[src/rtl/updown_mod_counter.sv]
`default_nettype none
// ============================================================================
// Module   : updown_mod_counter
// Purpose  : Synchronous up/down counter with a programmable modulus
//            (0..MAX), parallel load with clamp, count enable and a
//            selectable wrap or saturate behaviour at both count limits.
//            A registered terminal-count flag supports cascading.
// Revision : 1.0 - initial release
// ----------------------------------------------------------------------------
// Parameters
//   WIDTH     : counter width in bits (>= 1)
//   MAX       : upper count limit, modulus - 1 (0 < MAX <= 2**WIDTH-1)
//   RESET_VAL : value forced into q by reset (<= MAX)
//   SATURATE  : 0 = wrap at the limits, 1 = hold at the limits
// Ports
//   clk  in  1     : clock, all state changes on the rising edge
//   rst  in  1     : synchronous active-high reset
//   en   in  1     : count enable
//   up   in  1     : direction, 1 = up, 0 = down (used only when counting)
//   load in  1     : synchronous parallel load (beats en)
//   d    in  WIDTH : load data, clamped to MAX
//   q    out WIDTH : registered count
//   tc   out 1     : registered terminal-count / limit-event flag
// ============================================================================
module updown_mod_counter #(
  parameter int WIDTH     = 4,
  parameter int MAX       = (1 << WIDTH) - 1,
  parameter int RESET_VAL = 0,
  parameter int SATURATE  = 0
) (
  input  logic             clk,
  input  logic             rst,
  input  logic             en,
  input  logic             up,
  input  logic             load,
  input  logic [WIDTH-1:0] d,
  output logic [WIDTH-1:0] q,
  output logic             tc
);

  // --------------------------------------------------------------------------
  // Elaboration-time parameter checks
  // --------------------------------------------------------------------------
  localparam longint c_full_scale = (64'sd1 <<< WIDTH) - 64'sd1;

  if (WIDTH < 1) begin : g_bad_width
    $error("updown_mod_counter: WIDTH must be >= 1");
  end

  if ((MAX <= 0) || (longint'(MAX) > c_full_scale)) begin : g_bad_max
    $error("updown_mod_counter: MAX must satisfy 0 < MAX <= 2**WIDTH-1");
  end

  if ((RESET_VAL < 0) || (RESET_VAL > MAX)) begin : g_bad_reset_val
    $error("updown_mod_counter: RESET_VAL must satisfy 0 <= RESET_VAL <= MAX");
  end

  if ((SATURATE != 0) && (SATURATE != 1)) begin : g_bad_saturate
    $error("updown_mod_counter: SATURATE must be 0 or 1");
  end

  // --------------------------------------------------------------------------
  // Constants at counter width
  // --------------------------------------------------------------------------
  localparam logic [WIDTH-1:0] c_max       = WIDTH'(MAX);
  localparam logic [WIDTH-1:0] c_reset_val = WIDTH'(RESET_VAL);
  localparam logic [WIDTH-1:0] c_zero      = '0;
  localparam logic [WIDTH-1:0] c_one       = WIDTH'(1);
  localparam logic             c_saturate  = (SATURATE != 0);

  // --------------------------------------------------------------------------
  // State
  // --------------------------------------------------------------------------
  logic [WIDTH-1:0] q_q;
  logic [WIDTH-1:0] q_d;
  logic             tc_q;
  logic             tc_d;

  // Limit detection and load clamp
  logic             at_max;
  logic             at_zero;
  logic [WIDTH-1:0] d_clamped;

  assign at_max    = (q_q == c_max);
  assign at_zero   = (q_q == c_zero);
  assign d_clamped = (d > c_max) ? c_max : d;

  // --------------------------------------------------------------------------
  // Next-state logic. Reset is handled in the register process, so the
  // priority here is load > en > hold. The limit compare is made on the
  // current value before any arithmetic, so the increment/decrement can
  // never step outside 0..MAX and binary overflow is never exercised.
  // tc defaults low: it only marks a cycle produced by a count at a limit.
  // --------------------------------------------------------------------------
  always_comb begin
    q_d  = q_q;
    tc_d = 1'b0;

    if (load) begin
      q_d = d_clamped;
    end else if (en) begin
      if (up) begin
        if (at_max) begin
          tc_d = 1'b1;
          q_d  = c_saturate ? c_max : c_zero;
        end else begin
          q_d = q_q + c_one;
        end
      end else begin
        if (at_zero) begin
          tc_d = 1'b1;
          q_d  = c_saturate ? c_zero : c_max;
        end else begin
          q_d = q_q - c_one;
        end
      end
    end
  end

  // --------------------------------------------------------------------------
  // Registers with synchronous reset; reset discards any pending wrap.
  // --------------------------------------------------------------------------
  always_ff @(posedge clk) begin
    if (rst) begin
      q_q  <= c_reset_val;
      tc_q <= 1'b0;
    end else begin
      q_q  <= q_d;
      tc_q <= tc_d;
    end
  end

  // Outputs come straight from flops
  assign q  = q_q;
  assign tc = tc_q;

endmodule
`default_nettype wire

[config.mk]
export PLATFORM = sky130hd
export DESIGN_NAME = updown_mod_counter
export DESIGN_NICKNAME = d
export VERILOG_FILES = /design/src/rtl/updown_mod_counter.sv
export SDC_FILE = /design/constraint.sdc
export NUM_CORES = 1
export LEC_CHECK = 0
export ABC_CLOCK_PERIOD_IN_PS = 1300
export CELL_PAD_IN_SITES_DETAIL_PLACEMENT = 0
export CELL_PAD_IN_SITES_GLOBAL_PLACEMENT = 1
export CORE_MARGIN = 2
export CORE_UTILIZATION = 24
export CTS_CLUSTER_SIZE = 24
export DETAILED_ROUTE_END_ITERATION = 16
export PLACE_DENSITY_LB_ADDON = 0.25
export SETUP_SLACK_MARGIN = 0.5
export SLEW_MARGIN = 10
export SYNTH_ARGS = -nofsm -noshare
export SYNTH_HDL_FRONTEND = slang
export SYNTH_SLANG_ARGS = --single-unit
[constraint.sdc]
create_clock -name clk -period 1.3 [get_ports clk]
set_input_delay 0.13 -clock clk [delete_from_list [all_inputs] [get_ports clk]]
set_output_delay 0.13 -clock clk [all_outputs]
set_load 0.05 [all_outputs]
### After elaboration in Yosys (flattened, before gate mapping)

Cells that the tools add are included.
Widths: inputs -> output; s select.

* divide/modulo/power cells: 0
* shifts and indexed selects: 0
* mux-type cells: 9
* order comparisons: 1
* reduce and logical (&&, ||, !) cells: 3
* add/subtract/negate cells: 2
* $mul: 0
* equal/unequal tests: 1
* bitwise logic cells: 1

Operators by type and width (number)
* $mux 4: 6
* $add 4x1->4 const B: 1
* $eq 4x4->1 const B: 1
* $gt 4x4->1 const B: 1
* $logic_not 4->1: 1
* $sub 4x1->4 const B: 1
* $mux 1: 3
* $reduce_or 3->1: 1
* $reduce_bool 2->1: 1
* $not 1->1: 1

* memories kept: 0
* RAM bits: 0
* latch bits: 0
* output and inout bits: 5
* logic and storage cells: 19
* ROM bits: 0
* flip-flop bits (word level): 5

### Longest topological paths before layout

* word-level depth: 5
* gate-level depth with buffers: 6
* depth with buffers taken out: 6

### Worst setup path before layout

OpenSTA, ideal clock, no wires.

* path type: reg-to-reg
* from: register q_q[0] (netlist: q[0])
* to: register q_q[2] (netlist: q[2])
* setup slack: -397 ps
* buffers on the path: 0
* cell stages (with the launch flop): 7
* arrival time: 1582 ps
* data required time: 1185 ps
* setup time: 115 ps
* cell sequence: dfxtp_1 > inv_1 > ha_1 > mux2_1 > nand2_1 > xnor2_1 > o21a_1

* cells in the longest elaborated chain, start to end: 5
* elaborated cells on any way between the ends: 9

Ends and longest elaborated chain
* from (decl): RTL line 74 `logic [WIDTH-1:0] q_q;`
* from (signal assigned): RTL line 125 `q_q <= c_reset_val;`
* from (signal assigned): RTL line 128 `q_q <= q_d;`
* $sub 4x1->4, or another cell as far along: RTL line 114 `q_d = q_q - c_one;`
* $mux 4 (on tied branches): RTL line 110, 103
* $mux 4 (*): RTL line 102 `if (up) begin`
* $mux 4 (*): RTL line 101 `end else if (en) begin`
* $mux 4 (*): RTL line 99 `if (load) begin`

Mark *: on every way between the ends. The rest lies on a longest branch, timed or not. The select of a mux whose other input is x is not followed.
A chain may end at the register's enable or synchronous reset.

### Final worst setup path

* from: register q_q[0] (netlist: q[0])
* to: register q_q[3] (netlist: q[3])

Same word-level chain as after synthesis.

==> qor.yml <==
synth:
  post-synth-top-count-cell: "dfxtp_1"
  avgSynthCellArea_um2: 8.03
  yosys.cell_types.count: 22
  ys_ff_latch: 5
  syn-num-nets: 52
  synth_common_cells: "5 x dfxtp_1, 4 x nand2_1, 4 x nor2_1"
  synthesis.area_um2: 329
  yosysTopAreaCellShare: 0.304
  synthCells: 41
  synth-main-ff-cell: "dfxtp_1"
  synth_top_area_cell: "dfxtp_1"
  ys_seq_area_frac: 0.304
  synth-edff-count: 0
  synthArstFlopShare: 0
  synth_area_leaders: "dfxtp_1 30%, xnor2_1 8.0%, ha_1 7.6%"
  ys_warn_count: 0
floorplanning:
  rows: 13
  io_pins: 14
  die_w_um: 41.0
  core_area_um2: 1280
  die_y_um: 41.0
  die-area_um2: 1680
  start_util: 0.256
timing:
  period_needed_ns: 1.30
  skew_ns: 0.00423
  max_freq_mhz: 768
  tightest_slew_ns: 0.351
  report.final.slew_viol_count: 0
  slew_headroom: 0.766
  finalHoldViolCount: 0
  setup_ws_ns: -0.00175
  holdWs_ns: 0.423
  finalSetupViolations: 1
  rsz0062_at_grt: "true"
  finalCritPeriodShare: 1.00
place:
  dp_hpwl_um: 646
  place_area_um2: 608
  dp_cells: 75
  routabilityCongestion: 0.685
  port_buffers: 13
cts:
  cts_hold_buf: 0
  htree_num_levels: 1
  clk_pin_slew_ns: 0.05
  clk-insertion-delay-late_ns: 0.25
  clockRootBuffer: "clkbuf_4"
  cts_max_path_buffers: 2
  clock-sinks: 5
  cts_buffers: 3
  cts_tree: "built"
detailed_routing:
  wirelength_um: 896
  dr.pass1.iters: 1
  drt_iter0_drc: 0
  via_per_inst: 4.80
  drc_errors: 0
  num_vias: 394
  ant_nets: 0
  wl_per_cell_um: 10.9
setup_path:
  critPathMaxStageDelay_ns: 0.53
  timing.rr.start: "q[0]"
  r2r_slack_ns: -0.002
  r2r_cells: 3
  timing.rr.end: "q[3]"
  start_kind: "register"
  worstSetupPathType: "reg2reg"
  crit_family: "simple AND/OR/NAND/NOR gates"
  cp.depth: 3
  slowest_stage: "or4_4"
  worstPathArrival_ns: 1.43
  end_kind: "register"
  worstPathMaxFanout: 5
  crit_required_ns: 1.43
  path_cells: "or4_4, a311oi_2, a211oi_1"
  cp_num_buf_inv: 0
grt:
  gr-total-overflow: 0
  antenna_found_initial: 0
  grt_start_max_net_pins: 11
  track_usage: 0.141
  grt_pass1_wl_mm: 1.42
  grt_pass1_vias: 338
worst_hold_path:
  worstHoldPathCells: 2
  min_to: "tc"
  hp-class: "in2reg"
  hp-start: "en"
power_and_ir_drop:
  p_per_area_nw_per_um2: 902
  leakage_nw: 0.308
  vdd_drop_max_uv: 452
run_status:
  status: "complete, but fails checks"
  violations: "negative setup slack"
run:
  maxCapViolations: 0
layout:
  antenna_cells: 0
  nNetsFinal: 79
  area_delta_synth_final_pct: 117
  final_cells: 82
  final_layout_size_suffix_gt1_frac: 0.493
  final_area_um2: 714
  n_fill_cell: 122
-- per-layer routing --
layer | track usage | vias up | share of wire
li1 | - | 200 | -
met2 | 0.230 | 12 | 0.51
met3 | 0.103 | 2 | 0.087
met5 | 0 | - | 0
met4 | 0.0500 | 0 | 0.0089
met1 | 0.137 | 180 | 0.39
-- layout make-up --
type,count,area (µm²),share of cell area
Timing Repair Buffer,24,282,0.394
Multi-Input combinational cell,31,264,0.370
Sequential cell,5,113,0.158
Clock buffer,4,26.3,0.0368
Tap cell,15,18.8,0.0263
Inverter,3,11.3,0.0158
-- state kept, by name, indices dropped and copies added (netlist names) --
register / count
tc: 1
q: 4
-- layout by cell type, fill, tap and decap left out, drive strengths merged, types with 2 or more instances in the layout --
cell type,count
a21oi,3
buf,16
clkbuf,4
clkdlybuf4s50,5
dfxtp,5
dlygate4sd2,3
ha,2
inv,3
nand2,4
nor2,4
nor4b,2
o21ai,2
xnor2,3
-- worst reg2reg max path, delay by kind of cell, from the launching register on --
family	cells	cell delay, ns
simple gates	1	0.53
compound gates	2	0.30
flops	1	0.36
-- worst max-delay path by stage --
stage / slack (ns) / start / endpoint
2_1_floorplan: -0.11 / q[2] / q[3]
3_3_place_gp: -0.20 / up / q[3]
3_5_place_dp: -0.23 / up / q[2]
4_1_cts: -0.01 / q[2] / q[3]
5_1_grt: -0.06 / q[2] / q[3]
6_report: -0.002 / q[0] / q[3]
-- timing repair --
item / CTS / global route
endpoints found under the setup margin: 10 / 10
pin swaps: 4 / 2
buffers inserted: 1 / 2
resized for setup: 16 / 2
-- kinds of logic (layout without fill, tap and decap cells) --
kind of cell / Yosys count / after routing / synth area share
and+or+nand+nor: 14 / 14 / 0.221
AOI/OAI and AO/OA: 10 / 10 / 0.198
DFF: 5 / 5 / 0.304
buffers and inverters: 5 / 31 / 0.0570
xor gates and xnor gates: 3 / 3 / 0.0799
adders and majority gates: 2 / 2 / 0.0760
muxes: 2 / 2 / 0.0646
-- where the power goes --
group          leakage, nW  switching (mW)  internal (mW)
sequential          0.0436          0.0147          0.165
combinational        0.250           0.117          0.159
clock               0.0150          0.0718          0.117
total                0.308           0.204          0.440
-- per-stage QoR --
stage	total power, mW	worst slack (ns)	setup TNS (ns)	utilization
CTS	0.644	-0.0100	-0.0100	0.538
finish	0.644	-0.00175	-0.00175	0.556
global placement	0.413	-0.202	-0.629	0.473
floorplan	0.296	-0.110	-0.144	-
global route	0.687	-0.0649	-0.101	0.556
detailed placement	0.414	-0.225	-0.632	0.473
Note: power is estimated with default switching activity, not from simulation.
